## config.mk

```make
export PLATFORM = sky130hd
export DESIGN_NAME = rv_bank_sched
export DESIGN_NICKNAME = d
export VERILOG_FILES = /design/src/rtl/rv_bank_sched_pkg.sv /design/src/rtl/rv_bank_sched.sv
export SDC_FILE = /design/constraint.sdc
export NUM_CORES = 1
export LEC_CHECK = 0
export ABC_AREA = 1
export CAP_MARGIN = 20
export CORE_UTILIZATION = 51
export DETAILED_ROUTE_END_ITERATION = 10
export HOLD_SLACK_MARGIN = 0.05
export PLACE_DENSITY = 0.85
export SETUP_SLACK_MARGIN = 0.02
export SKIP_LAST_GASP = 1
export SLEW_MARGIN = 20
export SYNTH_ARGS = -nofsm -noshare
export SYNTH_HDL_FRONTEND = slang
export SYNTH_SLANG_ARGS = --single-unit
```

## constraint.sdc

```tcl
create_clock -name clk -period 3.4 [get_ports clk]
set_clock_uncertainty 0.1 [all_clocks]
set_input_delay 0.51 -clock clk [delete_from_list [all_inputs] [get_ports clk]]
set_output_delay 0.51 -clock clk [all_outputs]
set_load 0.1 [all_outputs]
```

## src/rtl/rv_bank_sched_pkg.sv

```systemverilog
// Shared encodings for the cache bank input scheduler: pipeline source select
// values and scheduler FSM states.
package rv_bank_sched_pkg;

    localparam logic [1:0] PIPE_SEL_FLUSH  = 2'd0;
    localparam logic [1:0] PIPE_SEL_FILL   = 2'd1;
    localparam logic [1:0] PIPE_SEL_REPLAY = 2'd2;
    localparam logic [1:0] PIPE_SEL_CORE   = 2'd3;

    localparam int STARVE_CNT_BITS = 8;

    typedef enum logic [1:0] {
        ST_INIT       = 2'd0,
        ST_IDLE       = 2'd1,
        ST_FLUSH_WAIT = 2'd2
    } sched_state_e;

endpackage

```

## src/rtl/rv_bank_sched.sv

```systemverilog
// Per-bank input scheduler: owns the single stage-0 slot and shares it between
// the init/flush sweep, memory fills, MSHR replays and new core requests.
module rv_bank_sched
    import rv_bank_sched_pkg::*;
#(
    parameter int NUM_LINES       = 64,
    parameter int LINE_SEL_BITS   = $clog2(NUM_LINES),
    parameter int MSHR_SIZE       = 4,
    parameter int MSHR_ADDR_WIDTH = $clog2(MSHR_SIZE),
    parameter int STARVE_LIMIT    = 8
) (
    input  logic                       clk,
    input  logic                       reset,
    input  logic                       flush_start,
    input  logic                       mem_rsp_valid,
    input  logic [MSHR_ADDR_WIDTH-1:0] mem_rsp_id,
    output logic                       mem_rsp_ready,
    input  logic                       replay_valid,
    output logic                       replay_ready,
    input  logic                       core_req_valid,
    output logic                       core_req_ready,
    input  logic                       mshr_alm_full,
    input  logic                       mshr_pending,
    input  logic                       pipe_ready,
    output logic                       pipe_valid,
    output logic [1:0]                 pipe_sel,
    output logic [LINE_SEL_BITS-1:0]   pipe_flush_line,
    output logic                       fill_valid,
    output logic [MSHR_ADDR_WIDTH-1:0] fill_id,
    output logic                       init_done,
    output logic [1:0]                 dbg_state,
    output logic [STARVE_CNT_BITS-1:0] dbg_starve_cnt
);

    // Handshake: a source fires in the cycle its valid and its ready are both
    // high; readies are combinational, mutually exclusive and only high while
    // pipe_ready is high, so a ready always implies the op enters stage 0.

    localparam logic [STARVE_CNT_BITS-1:0] STARVE_MAX  = STARVE_CNT_BITS'(STARVE_LIMIT);
    localparam logic [LINE_SEL_BITS-1:0]   LAST_LINE   = LINE_SEL_BITS'(NUM_LINES - 1);

    sched_state_e                state_q, state_d;
    logic [LINE_SEL_BITS-1:0]    line_q, line_d;
    logic [STARVE_CNT_BITS-1:0]  starve_q, starve_d;

    logic core_elig;
    logic core_fire;

    always_ff @(posedge clk) begin
        if (reset) begin
            state_q  <= ST_INIT;
            line_q   <= '0;
            starve_q <= '0;
        end else begin
            state_q  <= state_d;
            line_q   <= line_d;
            starve_q <= starve_d;
        end
    end

    always_comb begin
        state_d         = state_q;
        line_d          = line_q;
        starve_d        = starve_q;
        mem_rsp_ready   = 1'b0;
        replay_ready    = 1'b0;
        core_req_ready  = 1'b0;
        pipe_valid      = 1'b0;
        pipe_sel        = PIPE_SEL_FLUSH;
        pipe_flush_line = '0;
        init_done       = 1'b0;
        core_elig       = 1'b0;
        core_fire       = 1'b0;

        if (!reset) begin
            unique case (state_q)
                ST_INIT: begin
                    pipe_valid      = 1'b1;
                    pipe_sel        = PIPE_SEL_FLUSH;
                    pipe_flush_line = line_q;
                    if (pipe_ready) begin
                        if (line_q == LAST_LINE) begin
                            state_d = ST_IDLE;
                            line_d  = '0;
                        end else begin
                            line_d = line_q + 1'b1;
                        end
                    end
                end
                ST_IDLE, ST_FLUSH_WAIT: begin
                    init_done = 1'b1;
                    core_elig = !mshr_alm_full && (state_q == ST_IDLE);
                    // Starvation override may jump core ahead of replay, never ahead of a fill.
                    if (pipe_ready) begin
                        if (mem_rsp_valid) begin
                            mem_rsp_ready = 1'b1;
                            pipe_sel      = PIPE_SEL_FILL;
                        end else if (core_req_valid && core_elig && starve_q == STARVE_MAX) begin
                            core_req_ready = 1'b1;
                            pipe_sel       = PIPE_SEL_CORE;
                        end else if (replay_valid) begin
                            replay_ready = 1'b1;
                            pipe_sel     = PIPE_SEL_REPLAY;
                        end else if (core_req_valid && core_elig) begin
                            core_req_ready = 1'b1;
                            pipe_sel       = PIPE_SEL_CORE;
                        end
                    end
                    pipe_valid = mem_rsp_ready | replay_ready | core_req_ready;
                    core_fire  = core_req_valid & core_req_ready;

                    if (state_q == ST_IDLE) begin
                        if (flush_start) begin
                            state_d = mshr_pending ? ST_FLUSH_WAIT : ST_INIT;
                        end
                    end else if (!mshr_pending) begin
                        // Outstanding misses have all filled; safe to sweep the bank.
                        state_d = ST_INIT;
                    end
                end
                default: begin
                    state_d = ST_INIT;
                    line_d  = '0;
                end
            endcase

            if (!core_req_valid || core_fire) begin
                starve_d = '0;
            end else if (core_elig && starve_q != STARVE_MAX) begin
                starve_d = starve_q + 1'b1;
            end
        end
    end

    assign fill_valid     = mem_rsp_valid & mem_rsp_ready;
    assign fill_id        = reset ? '0 : mem_rsp_id;
    assign dbg_state      = reset ? 2'd0 : state_q;
    assign dbg_starve_cnt = reset ? '0 : starve_q;

endmodule

```

==> impl_metrics.py, run 1 <==
metrics = {
    "worst_hold_path": {
        "hold_class": "reg -> reg",
        "hold_start": "line_q[2]",
        "hold_depth": 2,
    },
    "place": {
        "dp_hpwl_mm": 2.45,
        "portBuffers": 36,
        "pre_cts_ws_ps": 873,
        "gp_congestion": 0.885,
    },
    "detailed_routing": {
        "dr.first_iter.drc_count": 38,
        "viasPerCell": 4.89,
        "dr_total_vias": 1390,
        "drc": 0,
        "wl_per_cell_um": 10.6,
        "drt_wl_total_mm": 3.00,
        "drtPass1Iterations": 4,
        "ant_nets": 0,
    },
    "clocking": {
        "cts_inserted_buffers": 3,
        "clkTransAtPathRegs_ps": 90,
        "cts_resized": 0,
        "clkLatencyLatePin_ps": 290,
        "clock-sinks": 16,
        "htreeDepth": 1,
        "cts_tree": "done",
        "clk_path_buf_depth": 2,
        "post_cts_buffers": 0,
        "root_buffer": "clkbuf_4",
        "hold_buffers": 0,
    },
    "power_and_ir_drop": {
        "clkPwrFrac_pct": 27.7,
        "vdd_ir_drop_max_uv": 206,
        "powerDensity_nw_per_um2": 208,
        "power.share.combinational_pct": 20.1,
        "power_uw": 367,
        "switchingPower_uw": 110,
        "p_leak_uw": 0.000856,
        "p_seq_share_pct": 52.2,
        "swShare_pct": 30.0,
        "p_int_uw": 257,
    },
    "timing": {
        "fin_ws_ps": 878,
        "max-slew-margin-rel_pct": 77.9,
        "max_freq_mhz": 397,
        "tns_ps": 0,
        "finalSetupViolations": 0,
        "rsz0062_at_grt": "no",
        "drv_slew": 0,
        "period_share_pct": 74.2,
        "hold_viol": 0,
        "fin_crit_ps": 2520,
        "worst_slew_pin_slew_ps": 332,
    },
    "critical_path": {
        "crit_path_cell_trace": "inv_1, ha_1, inv_1, nor2_2, nand3_1, nor2_1, o21ai_0, inv_1, buf_12",
        "crit_slowest_cell": "dfxtp_1",
        "worst_ep_arrival_time_ps": 1910,
        "crit_fanout": 3,
        "path_common_cell": "inv_1",
        "endpoint_kind": "primary output",
        "r2r.worst_path.cells": 8,
        "crit_path_max_incr_delay_ps": 380,
        "cp-start-kind": "flop",
        "rr_startpoint": "state_q[0]",
        "critPathLaunch": "state_q[0]",
        "crit_type": "reg -> out",
        "required_ps": 2790,
    },
    "yosys": {
        "yosysUniqueCellTypes": 27,
        "ys_ff_latch": 16,
        "synth_top_area_share_pct": 24.8,
        "synthesis.area_um2": 1290,
        "yosysSeqAreaShare_pct": 24.8,
        "synth-async-reset-ratio_pct": 0,
        "yosys-top-cells-area": "dfxtp_1 25%, nand2_1 16%, nor2_1 14%",
        "synth_commonest_cells": "55 x nand2_1, 48 x nor2_1, 35 x inv_1",
        "synth-edff-count": 0,
        "yosysTopAreaCell": "dfxtp_1",
        "synthFlopType": "dfxtp_1",
        "syn_area_per_cell_um2": 5.87,
        "synth_cells": 220,
        "yosysWarnings": 0,
        "synth.most_common_cell": "nand2_1",
        "synth_nets": 237,
    },
    "global_routing": {
        "grt_first_pass_wirelength_mm": 5.32,
        "grt_pass1_vias": 1323,
        "grt_overflow": 0,
        "antenna_found_initial": 0,
        "grt_max_degree": 17,
        "grt_use_total_pct": 26.0,
    },
    "die": {
        "die_w_um": 52.3,
        "core-area_um2": 2300,
        "row_count": 17,
        "die_area_um2": 2740,
        "io_pins": 37,
        "die_h_um": 52.3,
        "start_util_pct": 56.2,
    },
    "layout": {
        "area_growth_pct": 36.5,
        "n_antenna_cell": 0,
        "drive_gt1_share_pct": 19.5,
        "utilization_pct": 76.7,
        "nNetsFinal": 275,
    },
    "status": {
        "status": "completed",
    },
    "flow_run": {
        "cap_viol_max_count": 0,
    },
}
## layer usage
metal	GRT usage, %	wire (um)	vias up
li1	-	-	744
met1	29.6	1290	611
met2	47.5	1570	28
met3	5.51	107	7
met4	8.33	36	0
met5	0	0	-
## cell usage in the layout (no fill, tap or decap), types with 2 or more instances in the layout
master | Yosys | routed
o21ai_0 | 6 | 6
dfxtp_1 | 16 | 16
a21oi_1 | 7 | 6
inv_2 | 3 | 3
nand2_1 | 55 | 55
nand4_1 | 4 | 4
nand3_2 | 2 | 2
clkbuf_4 | 0 | 3
nand3_1 | 16 | 16
buf_12 | 0 | 10
nor2_1 | 48 | 43
nor2_2 | 2 | 7
ha_1 | 6 | 6
buf_4 | 2 | 17
clkdlybuf4s50_1 | 0 | 10
xor2_1 | 4 | 4
inv_1 | 35 | 35
nand2_2 | 2 | 2
## final timing paths
check | endpoint | slack, ps
max | replay_ready | 880
min | line_q[2] | 440
max reg2reg | line_q[3] | 1780
min reg2reg | line_q[2] | 440
## cell families (layout without fill, tap and decap cells)
kind of cell / count (synthesis) / after routing / synth area share (%)
AO/OA/AOI/OAI: 16 / 16 / 6.69
XOR/XNOR: 5 / 5 / 3.39
adder cells (fa/ha/maj): 6 / 6 / 5.81
buffers and inverters: 44 / 80 / 14.1
flip-flops: 16 / 16 / 24.8
AND/OR/NAND/NOR: 133 / 133 / 45.2
## stage by stage
stage               std cells  cell area [um^2]  hold slack [ps]
global placement          281              1740              420
floorplan                 220              1310              394
detailed placement        281              1740              434
global route              284              1760              467
CTS                       284              1760              448
finish                    284              1760              444
## power by group through the flow
stage               Combinational, uW  Sequential, uW  Clock (uW)
floorplan                        44.6             195           0
global placement                 73.1             196           0
detailed placement               73.8             196           0
CTS                              73.9             191         106
global route                     79.2             192         114
finish                           73.7             191         102
## registers in the layout, summed over array words and instances, names as in the netlist
| register | cells |
|---|---|
| starve_q | 8 |
| line_q | 6 |
| state_q | 2 |
## critical path, delay by kind of cell (launching register included)
family	cells	cell delay (ps)
buf+inv	4	430
flops	1	380
compound gates	1	90
simple gates	3	400
fa+ha+maj	1	320
## area by class of cell
cell class / instances / area [um^2]
Inverter: 40 / 153
Tap cell: 28 / 35.0
Multi-Input combinational cell: 160 / 805
Fill cell: 187 / 534
Clock buffer: 3 / 22.5
Sequential cell: 16 / 320
Timing Repair Buffer: 37 / 428
Power figures use the tool's default switching activity.
==> run 2, diff against run 1 <==
--- a/config.mk
+++ b/config.mk
@@ -7,10 +7,10 @@
 export LEC_CHECK = 0
 export ABC_AREA = 1
 export CAP_MARGIN = 20
-export CORE_UTILIZATION = 51
+export CORE_UTILIZATION = 47
 export DETAILED_ROUTE_END_ITERATION = 10
 export HOLD_SLACK_MARGIN = 0.05
-export PLACE_DENSITY = 0.85
+export PLACE_DENSITY = 0.79
 export SETUP_SLACK_MARGIN = 0.02
 export SKIP_LAST_GASP = 1
 export SLEW_MARGIN = 20
==> constraint.sdc (replaced) <==
create_clock -name clk -period 2.5 [get_ports clk]
set_clock_uncertainty 0.1 [all_clocks]
set_input_delay 0.375 -clock clk [delete_from_list [all_inputs] [get_ports clk]]
set_output_delay 0.375 -clock clk [all_outputs]
set_load 0.1 [all_outputs]
==> run 2 against run 1 <==
Effect of this change:
- flip-flop and latch count is the same
- critical path type unchanged
- via count up 4.4%
- first-iteration DRC count fell by 26%
- largest power group unchanged
- combinational power is 51% higher
- final cell count is 2.5% higher
- critical endpoint is now pipe_sel[0]
==> impl_metrics.py, run 2 (synthesis results as in run 1) <==
metrics = {
    "die": {
        "die_h_um": 54.4,
        "row_count": 18,
        "start_util_pct": 50.7,
        "die_area_um2": 2960,
        "die_w_um": 54.4,
        "io_pins": 37,
        "core-area_um2": 2540,
    },
    "layout": {
        "utilization_pct": 81.5,
        "drive_gt1_share_pct": 25.3,
        "area_growth_pct": 60.7,
        "n_antenna_cell": 0,
        "mostFrequentLayoutCell": "nand2_1",
        "regMostFlops": "starve_q",
        "nNetsFinal": 279,
        "top_regs": "starve_q: 8 flops, line_q: 6 flops, state_q: 2 flops",
        "largest_reg_flops": 8,
        "final_cell_mix": "54 x nand2_1, 43 x nor2_1, 30 x inv_1",
    },
    "timing": {
        "max-slew-margin-rel_pct": 78.3,
        "hold-worst-slack_ps": 437,
        "max_freq_mhz": 427,
        "drv_slew": 0,
        "rsz0062_at_grt": "no",
        "finalSetupViolations": 0,
        "fin_crit_ps": 2340,
        "period_share_pct": 93.6,
        "worst_slew_pin_slew_ps": 325,
        "fin_ws_ps": 159,
        "hold_viol": 0,
    },
    "clocking": {
        "clkTransAtPathRegs_ps": 100,
        "root_buffer": "clkbuf_4",
        "hold_buffers": 0,
        "htreeDepth": 1,
        "clock-sinks": 16,
        "clkLatencyLatePin_ps": 290,
        "clk_path_buf_depth": 2,
        "cts_tree": "done",
        "cts_inserted_buffers": 3,
    },
    "critical_path": {
        "endpoint_kind": "primary output",
        "worst_ep_arrival_time_ps": 1870,
        "required_ps": 2030,
        "cp-start-kind": "flop",
        "crit_fanout": 9,
        "crit_path_cell_trace": "inv_2, ha_1, inv_2, nor2_8, nand2_1, inv_1, nand2_1, a21oi_2, buf_12",
        "crit_type": "reg -> out",
        "crit_slowest_cell": "dfxtp_1",
        "crit_path_max_incr_delay_ps": 340,
    },
    "detailed_routing": {
        "dr_total_vias": 1451,
        "dr.first_iter.drc_count": 28,
        "ant_nets": 0,
        "drt_wl_total_mm": 3.31,
        "drc": 0,
        "wl_per_cell_um": 11.4,
        "viasPerCell": 4.99,
        "drtPass1Iterations": 5,
    },
    "worst_hold_path": {
        "hold_class": "reg -> reg",
    },
    "place": {
        "portBuffers": 36,
        "pre_cts_ws_ps": 222,
        "dp_hpwl_mm": 2.73,
        "gp_congestion": 0.850,
    },
    "global_routing": {
        "grt_pass1_vias": 1238,
        "antenna_found_initial": 0,
        "grt_use_total_pct": 25.0,
        "grt_max_degree": 15,
        "grt_first_pass_wirelength_mm": 5.33,
        "grt_overflow": 0,
    },
    "status": {
        "status": "completed",
    },
    "power_and_ir_drop": {
        "power.share.combinational_pct": 20.3,
        "p_int_uw": 388,
        "vdd_ir_drop_max_uv": 377,
        "p_seq_share_pct": 47.6,
        "swShare_pct": 29.0,
        "switchingPower_uw": 159,
        "powerDensity_nw_per_um2": 263,
        "p_leak_uw": 0.000933,
        "clkPwrFrac_pct": 32.0,
    },
    "flow_run": {
        "cap_viol_max_count": 0,
    },
}
==> run 2: critical path, delay by kind of cell, from the launching register on <==
family          cells  cell delay [ps]
buf+inv             4              470
compound gates      1              200
simple gates        3              380
fa+ha+maj           1              180
flops               1              340
==> run 2: metrics by stage <==
step | total power, uW | area (um^2) | cells | TNS [ps]
after CTS | 553 | 2050 | 288 | 0
after global routing | 570 | 2070 | 291 | 0
final | 546 | 2070 | 291 | 0
after detailed placement | 377 | 2010 | 284 | 0
after global placement | 376 | 2010 | 284 | 0
after floorplan | 328 | 1370 | 220 | -240
==> run 2: layer usage <==
metal	global-route usage, %	vias up	wire length [um]
met3	5.28	2	115
met5	0	-	0
met4	8.97	0	20
li1	-	755	-
met1	30.0	658	1450
met2	43.3	36	1720
==> run 2: area by class of cell <==
cell class              count  area (um^2)
inverters                  40          153
flip-flops and latches     16          322
repair buffers             41          658
clock buffers               4         36.3
fillers                   181          470
multi-input cells         160          868
well taps                  30         37.5
==> run 2: what timing repair did <==
action / 4_1_cts / 5_1_grt
endpoints found under the hold margin: 0 / 0
setup buffers: 0 / 3
endpoints found under the setup margin: 0 / 1
resized for setup: 0 / 2
==> run 2: final timing paths <==
kind	startpoint	to	slack, ps	cells after the start
max	state_q[1]	pipe_sel[0]	160	9
min	line_q[2]	line_q[2]	440	2
max reg2reg	state_q[1]	starve_q[7]	960	9
min reg2reg	line_q[2]	line_q[2]	440	2
==> run 2: power groups by stage <==
stage	Combinational (uW)	Sequential, uW	Clock, uW
2_1_floorplan	62.4	266	0
3_3_place_gp	110	266	0
6_report	111	260	175
5_1_grt	118	261	191
3_5_place_dp	111	266	0
4_1_cts	111	260	182
==> run 3, diff against run 2 <==
--- a/config.mk
+++ b/config.mk
@@ -7,6 +7,7 @@
 export LEC_CHECK = 0
 export ABC_AREA = 1
 export CAP_MARGIN = 20
+export CORE_MARGIN = 3
 export CORE_UTILIZATION = 47
 export DETAILED_ROUTE_END_ITERATION = 10
 export HOLD_SLACK_MARGIN = 0.05
==> run 3 against run 2 <==
Effect of this change:
- maximum frequency rose by 1.3%
- final cell count fell by 1.0%
- critical path depth did not move
- largest cell class unchanged
- via count is 2.9% lower
- first-iteration DRC count grew 82%
- wire length rose by 1.5%
- clock-buffer cell count unchanged
- global-route usage fell by 3.1 points
- sequential power hardly changed
==> impl_metrics.py, run 3 (synthesis results as in run 1) <==
metrics = {
    "status": {
        "status": "completed",
    },
    "die": {
        "core-area_um2": 2540,
        "die_area_um2": 3410,
        "die_h_um": 58.4,
        "start_util_pct": 50.7,
        "io_pins": 37,
        "row_count": 18,
        "die_w_um": 58.4,
    },
    "critical_path": {
        "crit_slowest_cell": "dfxtp_1",
        "path_common_cell": "inv_2",
        "critical_path_buf_inv_count": 4,
        "rr_startpoint": "state_q[1]",
        "r2r.worst_path.cells": 10,
        "crit_family": "buffers and inverters",
        "crit_path_max_incr_delay_ps": 330,
        "regToRegSetupSlack_ps": 940,
        "required_ps": 2030,
        "cp-start-kind": "flop",
        "crit_fanout": 9,
        "worst_ep_arrival_time_ps": 1830,
        "endpoint_kind": "primary output",
        "crit_type": "reg -> out",
        "worstReg2RegEnd": "starve_q[4]",
        "crit_path_cell_trace": "inv_2, ha_1, inv_2, nor2_8, nand2_1, inv_1, nand2_2, a21oi_2, buf_12",
    },
    "layout": {
        "n_antenna_cell": 0,
        "largest_reg_flops": 8,
        "final_cell_mix": "53 x nand2_1, 43 x nor2_1, 30 x inv_1",
        "area_growth_pct": 59.1,
        "regMostFlops": "starve_q",
        "drive_gt1_share_pct": 24.8,
        "mostFrequentLayoutCell": "nand2_1",
        "nNetsFinal": 276,
        "top_regs": "starve_q: 8 flops, line_q: 6 flops, state_q: 2 flops",
    },
    "detailed_routing": {
        "dr_total_vias": 1409,
        "drtPass1Iterations": 4,
        "ant_nets": 0,
        "drc": 0,
        "viasPerCell": 4.89,
        "dr.first_iter.drc_count": 51,
        "wl_per_cell_um": 11.7,
        "drt_wl_total_mm": 3.36,
    },
    "place": {
        "dp_hpwl_mm": 2.75,
        "portBuffers": 36,
        "gp_congestion": 0.896,
    },
    "power_and_ir_drop": {
        "power_uw": 544,
        "p_leak_uw": 0.000922,
        "powerDensity_nw_per_um2": 265,
        "vdd_ir_drop_max_uv": 460,
    },
    "clocking": {
        "root_buffer": "clkbuf_4",
        "clkTransAtPathRegs_ps": 100,
        "post_cts_buffers": 0,
        "clkLatencyLatePin_ps": 290,
        "clk_path_buf_depth": 2,
        "clock-sinks": 16,
        "cts_inserted_buffers": 3,
        "htreeDepth": 1,
        "cts_resized": 0,
        "cts_tree": "done",
        "hold_buffers": 0,
    },
    "global_routing": {
        "grt_pass1_vias": 1331,
        "grt_max_degree": 14,
        "grt_overflow": 0,
        "antenna_found_initial": 0,
        "grt_use_total_pct": 21.9,
        "grt_first_pass_wirelength_mm": 5.84,
    },
    "timing": {
        "max-slew-margin-rel_pct": 78.4,
        "max_freq_mhz": 433,
        "hold-worst-slack_ps": 430,
        "period_share_pct": 92.4,
        "hold_viol": 0,
        "drv_slew": 0,
        "finalSetupViolations": 0,
        "fin_crit_ps": 2310,
        "rsz0062_at_grt": "no",
        "tns_ps": 0,
        "worst_slew_pin_slew_ps": 324,
    },
    "flow_run": {
        "cap_viol_max_count": 0,
    },
    "worst_hold_path": {
        "hold_class": "reg -> reg",
        "hold_start": "line_q[2]",
        "hold_depth": 2,
        "hold_end": "line_q[2]",
    },
}
-- run 3: metal layers --
layer  vias up  wire length [um]  GRT usage [%]
met1       609              1440           25.6
met5         -                 0              0
met3         9               153           4.17
met4         0                55           8.61
met2        41              1710           39.1
li1        750                 -              -
-- run 3: how the worst max path moves through the flow --
stage	end	startpoint	slack, ps	cells past startpoint
after CTS	pipe_sel[0]	starve_q[0]	130	9
after global routing	pipe_sel[0]	state_q[1]	60	9
after detailed placement	pipe_sel[0]	mshr_alm_full	200	7
after floorplan	pipe_sel[0]	state_q[1]	-240	6
after global placement	pipe_sel[0]	mshr_alm_full	260	7
final	pipe_sel[0]	state_q[1]	190	9
-- run 3: power breakdown --
part	switching (uW)	internal, uW
clock	84.2	88.8
combinational	70.2	41.0
sequential	2.31	258
total	157	388
-- run 3: per-stage QoR --
| stage | setup WS [ps] | util (%) | cells | cell area (um^2) |
|---|---|---|---|---|
| 2_1_floorplan | -240 | - | 220 | 1370 |
| 3_3_place_gp | 260 | 79.1 | 284 | 2010 |
| 3_5_place_dp | 198 | 79.1 | 284 | 2010 |
| 4_1_cts | 133 | 80.5 | 288 | 2050 |
| 5_1_grt | 59.8 | 80.7 | 288 | 2050 |
| 6_report | 190 | 80.7 | 288 | 2050 |
-- run 3: worst reg2reg max path, stage by stage (launching register included) --
cell and delay (ps):
dfxtp_1 330, inv_2 90, ha_1 190, inv_2 80, nor2_8 150, inv_2 50, nor2_2 210, nand2_1 80
nand2_1 80, inv_1 50, nor2_2 80
-- run 3: cell type report --
class / count / area (um^2)
clock buffers: 4 / 36.3
well taps: 30 / 37.5
fillers: 178 / 490
multi-input cells: 160 / 871
flip-flops and latches: 16 / 322
inverters: 40 / 153
repair buffers: 38 / 636
